`src/rtl/multi_pkg.sv`:
```
// Shared types and default sizing for the start/done initiator.
package multi_pkg;

    typedef enum logic [1:0] {
        IDLE,
        START,
        WAIT,
        RESP
    } state_e;

    localparam int WIDTH_DEF   = 32;
    localparam int TIMEOUT_DEF = 64;
    localparam int CNT_W_DEF   = 16;

endpackage

```
`src/rtl/multi_init_timer.sv`:
```
// WAIT-state watchdog: counts stalled cycles and flags the last allowed one.
module multi_init_timer
    import multi_pkg::*;
#(
    parameter int TIMEOUT = TIMEOUT_DEF
) (
    input  logic clock,
    input  logic reset,
    input  logic clear,
    input  logic enable,
    output logic expired
);

    localparam int CW = $clog2(TIMEOUT) + 1;

    logic [CW-1:0] cnt_q;
    logic [CW-1:0] cnt_d;

    always_comb begin
        cnt_d = cnt_q;
        if (clear) begin
            cnt_d = '0;
        end else if (enable && !expired) begin
            cnt_d = cnt_q + CW'(1);
        end
    end

    always_ff @(posedge clock) begin
        if (reset) begin
            cnt_q <= '0;
        end else begin
            cnt_q <= cnt_d;
        end
    end

    // High during the TIMEOUT-th WAIT cycle (count starts at 0).
    assign expired = (cnt_q == CW'(TIMEOUT - 1));

endmodule

```
`src/rtl/multi_initiator.sv`:
```
// Sequences one request at a time into a start/done multi-cycle unit.
// Define MULTI_INIT_TIMEOUT_EN to abort WAIT after TIMEOUT cycles.
module multi_initiator
    import multi_pkg::*;
#(
    parameter int WIDTH   = WIDTH_DEF,
    parameter int TIMEOUT = TIMEOUT_DEF,
    parameter int CNT_W   = CNT_W_DEF
) (
    input  logic             clock,
    input  logic             reset,
    input  logic             req_valid,
    output logic             req_ready,
    input  logic [WIDTH-1:0] req_data,
    output logic             dut_start,
    output logic [WIDTH-1:0] dut_inp,
    input  logic             dut_done,
    input  logic [WIDTH-1:0] dut_out,
    output logic             rsp_valid,
    input  logic             rsp_ready,
    output logic [WIDTH-1:0] rsp_data,
    output logic             rsp_err,
    output logic             busy,
    output logic [CNT_W-1:0] txn_count
);

    state_e             state_q, state_d;
    logic [WIDTH-1:0]   opnd_q, opnd_d;
    logic               dut_start_q, dut_start_d;
    logic               rsp_valid_q, rsp_valid_d;
    logic [WIDTH-1:0]   rsp_data_q, rsp_data_d;
    logic               rsp_err_q, rsp_err_d;
    logic               busy_q, busy_d;
    logic [CNT_W-1:0]   txn_q, txn_d;
    logic               expired;

`ifdef MULTI_INIT_TIMEOUT_EN
    multi_init_timer #(
        .TIMEOUT (TIMEOUT)
    ) u_timer (
        .clock   (clock),
        .reset   (reset),
        .clear   (state_q == START),
        .enable  ((state_q == WAIT) && !dut_done),
        .expired (expired)
    );
`else
    // TIMEOUT < 2 is illegal, so this is constant 0: WAIT is unbounded.
    assign expired = (TIMEOUT < 2);
`endif

    always_comb begin
        state_d    = state_q;
        opnd_d     = opnd_q;
        rsp_data_d = rsp_data_q;
        rsp_err_d  = rsp_err_q;
        txn_d      = txn_q;
        unique case (state_q)
            IDLE: begin
                if (req_valid) begin
                    opnd_d  = req_data;
                    state_d = START;
                end
            end
            START: begin
                state_d = WAIT;
            end
            WAIT: begin
                if (dut_done) begin
                    rsp_data_d = dut_out;
                    rsp_err_d  = 1'b0;
                    state_d    = RESP;
                end else if (expired) begin
                    rsp_data_d = '0;
                    rsp_err_d  = 1'b1;
                    state_d    = RESP;
                end
            end
            RESP: begin
                if (rsp_ready) begin
                    txn_d   = txn_q + CNT_W'(1);
                    state_d = IDLE;
                end
            end
            default: state_d = IDLE;
        endcase
        dut_start_d = (state_d == START);
        rsp_valid_d = (state_d == RESP);
        busy_d      = (state_d != IDLE);
    end

    always_ff @(posedge clock) begin
        if (reset) begin
            state_q     <= IDLE;
            opnd_q      <= '0;
            dut_start_q <= 1'b0;
            rsp_valid_q <= 1'b0;
            rsp_data_q  <= '0;
            rsp_err_q   <= 1'b0;
            busy_q      <= 1'b0;
            txn_q       <= '0;
        end else begin
            state_q     <= state_d;
            opnd_q      <= opnd_d;
            dut_start_q <= dut_start_d;
            rsp_valid_q <= rsp_valid_d;
            rsp_data_q  <= rsp_data_d;
            rsp_err_q   <= rsp_err_d;
            busy_q      <= busy_d;
            txn_q       <= txn_d;
        end
    end

    assign req_ready = (state_q == IDLE);
    assign dut_start = dut_start_q;
    assign dut_inp   = opnd_q;
    assign rsp_valid = rsp_valid_q;
    assign rsp_data  = rsp_data_q;
    assign rsp_err   = rsp_err_q;
    assign busy      = busy_q;
    assign txn_count = txn_q;

endmodule

```
`config.mk`:
```
export PLATFORM = sky130hd
export DESIGN_NAME = multi_initiator
export DESIGN_NICKNAME = d
export VERILOG_FILES = /design/src/rtl/multi_pkg.sv /design/src/rtl/multi_init_timer.sv /design/src/rtl/multi_initiator.sv
export SDC_FILE = /design/constraint.sdc
export NUM_CORES = 1
export LEC_CHECK = 0
export ABC_AREA = 1
export CAP_MARGIN = 20
export CORE_ASPECT_RATIO = 0.8
export CORE_MARGIN = 4
export CORE_UTILIZATION = 36
export DETAILED_ROUTE_END_ITERATION = 10
export PLACE_DENSITY = 0.86
export SYNTH_ARGS = -nofsm -noshare
export SYNTH_HDL_FRONTEND = slang
export SYNTH_HIERARCHICAL = 1
export SYNTH_SLANG_ARGS = --single-unit
export TNS_END_PERCENT = 20
```
`constraint.sdc`:
```
create_clock -name clock -period 1.15 [get_ports clock]
set_input_delay 0.1725 -clock clock [delete_from_list [all_inputs] [get_ports clock]]
set_output_delay 0.1725 -clock clock [all_outputs]
set_load 0.005 [all_outputs]
```
==> results.md <==
- Status: finished, violations left
- Failing checks: negative setup slack
- Synth warn: 6
- H-tree levels: 3
- Syn Nets: 495
- CP startpoint: txn_count[1]
- Vias in the first global route: 3,380
- DR vias/cell: roughly 4.7
- Initial DRC count: between 200 and 300
- Via count: 3,458
- RR Startpoint: txn_count[1]
- P&R area growth vs syn: 76.2%
- Seq/Total Area, Yosys: 0.535
- Tot GR Track Use: 0.187
- Routed WL per cell: 14.6 µm
- Crit path kind: register to register
- Worst endpoint required time: 1380 ps
- Nets: 683
- Layout cells sized above 1: 0.269
- # port buffers: 152
- Post-synth top flop: dfxtp_1
- Cell Rows: 30
- Worst-path fanout max: 6
- Initial antenna violation count: 0
- Post-Synthesis Cells: 425
- CORE AREA: roughly 0.0086 mm²
- Most Crowded Layer GR: met2
- Share of the synthesized area in the top cell type: 0.535
- Fraction of registers with async set or reset after synthesis: 0
- Final Setup Violations: between 50 and 60
- Clock Pin Slew Worst Setup and Hold Paths: around 90 ps
- Post-route minimum period: roughly 1300 ps
- Worst setup endpoint: txn_count[9]
- Starting Density: 0.371
- Setup_tns: -3940 ps
- Inst Count DP: 694
- Pin count of the biggest net entering global routing: 33
- Met2 GRT Util: 0.339
- Reg2reg path depth: 7
- I/O Pins: 154
- Dominant cells by area after synthesis: dfxtp_1 54%, nor2_1 19%, o21ai_0 11%, nand2_1 4.0%, inv_1 2.4%
- Reg2reg setup slack: -140 ps
- Seq cells post-synth: 85
- CTS tree: built
- Clock root cell: clkbuf_8
- Post-Syn Area: between 0.003 and 0.004 mm²
- Peak supply drop: 936 µV
- Grt met1 use: 0.206
- CTS Sinks: between 80 and 90
- Die Y: 92.0 µm
- Worst Setup End Kind: register
- Die span in x: between 100 and 150 µm
- Met3 Use GR: 0.0567
- CTS buffer count: 9
- Wire length of the first global-routing pass: between 15,000 and 20,000 µm
- Max Cap Viol: 0
- Clk_lat worst skew: ~340 ps
- Hold/Removal Path Class: input port to register
- Worst setup SP type: register
- Max-slew violation total from the final report: 0
- Period utilisation layout: 1.12
- Die Area: 0.0104 mm²
- Fmax: slightly below 0.8 GHz
- Final Wtd Congestion: 0.872
- Total global routing overflow: 0
- # diodes: 0
- Unrepaired setup endpoints after global routing: true
- Final ANT Viol Nets: 0
- Post-DP HPWL: 7170 µm
- Yosys top cell by area: dfxtp_1
- Drt total wl: 10,700 µm
- Final clock skew: 9.23 ps
- Residual DRC: 0
- Post-synthesis cell type count: 23
- Syn avg cell area: 7.48 µm²
- PD cells: between 1000 and 1500 mW/mm²
- Initial DRT Pass Iterations: 4
- Clock tree buffer depth: 2
- Data arrival, critical path: 1520 ps
- Reg2Reg Capture Point: txn_count[9]
- Hold Fails Final Rpt: 0
- Fin cells: 730
- Worst Setup Slack, final: -137 ps
- Lkg Pwr: 2.55 nW
- Post-synth EDFFs: 0
logic make-up (layout without fill, tap and decap cells):
logic type | count (synthesis) | in the layout | share of synthesized area
buf+inv | 43 | 236 | 0.0642
simple gates | 213 | 213 | 0.265
fa+ha+maj | 1 | 1 | 0.00394
other cells | 1 | 1 | 0.00118
compound gates | 82 | 82 | 0.130
flops | 85 | 85 | 0.535
cells in the mapped netlist, types with 2 or more instances:
library cell and n:
clkbuf_1 9, nand3_1 8, a21oi_1 9, nor2_4 2, buf_6 4, nor2_2 2, dfxtp_1 85, nand4_1 2
o21ai_0 72, nand2_1 34, inv_1 20, buf_2 7, nor2_1 161
worst min-delay path by stage:
stage                      from           end  cells after the start
floorplan                 reset     dut_start                      1
global placement    dut_inp[22]   dut_inp[22]                      2
detailed placement  dut_inp[13]   dut_inp[13]                      2
CTS                 dut_out[28]  rsp_data[28]                      3
global route        dut_out[28]  rsp_data[28]                      3
finish              dut_out[28]  rsp_data[28]                      3
power by group:
part	switching [W]	internal [W]	total [W]
logic	0.000663	0.000817	0.00148
registers	0.000139	0.00322	0.00336
clock network	0.00104	0.00122	0.00226
layout by cell type, fill, tap and decap left out, types with 2 or more instances in the layout:
cell,instances
nand3_2,3
clkbuf_16,2
buf_6,10
clkdlybuf4s50_1,68
nand4_1,2
nor2_2,8
nor2_4,13
clkbuf_8,9
nand3_1,4
o21ai_2,7
nor2_1,144
dfxtp_1,36
inv_2,3
o21ai_0,40
clkdlybuf4s15_1,24
buf_2,2
nand2_4,4
clkinvlp_4,3
dfxtp_4,6
dlygate4sd2_1,52
buf_4,32
dfxtp_2,43
inv_4,2
a21oi_1,8
inv_1,16
buf_12,4
clkbuf_2,4
bufinv_16,2
nand2_1,27
nand2_2,4
o21ai_1,25
through the flow:
stage                     power, W  cell area, µm²  hold slack (ps)  setup WS [ps]   util
after floorplan            0.00390            3200              245           22.1      -
after global placement     0.00478            4970              464           -382  0.581
after detailed placement   0.00484            4970              478           -390  0.581
after CTS                  0.00695            5260              386           -150  0.614
after global routing       0.00747            5600              377           -228  0.654
final                      0.00709            5600              403           -137  0.654
critical path, stage by stage (launching register included):
cell and delay [ps]:
dfxtp_4 360, buf_6 100, nand2_1 80, nor2_4 170
nand2_2 100, nor2_4 180, and2_1 150, nor2_1 40
sequential cells by signal (all words and copies together) (netlist names):
register   count
rsp_valid      1
txn_count     16
state_q        2
dut_start      1
busy           1
rsp_data      32
dut_inp       32
layer usage:
metal | wire, µm | up-vias
met3 | 658 | 20
met5 | 0 | -
met1 | 4260 | 1599
li1 | - | 1720
met2 | 5500 | 119
met4 | 250 | 0
repair_timing:
action | CTS | global route
resized for setup | 161 | 121
setup buffers | 10 | 8
hold buffers | 0 | 0
pin swaps | 2 | 31
cloned | 0 | 3
setup endpoints to repair | 164 | 117
layout make-up:
type | count | area (µm²)
Timing Repair Buffer | 199 | 1900
Clock buffer | 10 | 128
Sequential cell | 85 | 1780
Fill cell | 709 | 2960
Inverter | 21 | 83.8
Tap cell | 112 | 140
Multi-Input combinational cell | 297 | 1480
Clock inverter | 6 | 87.6
Power figures use the tool's default switching activity.
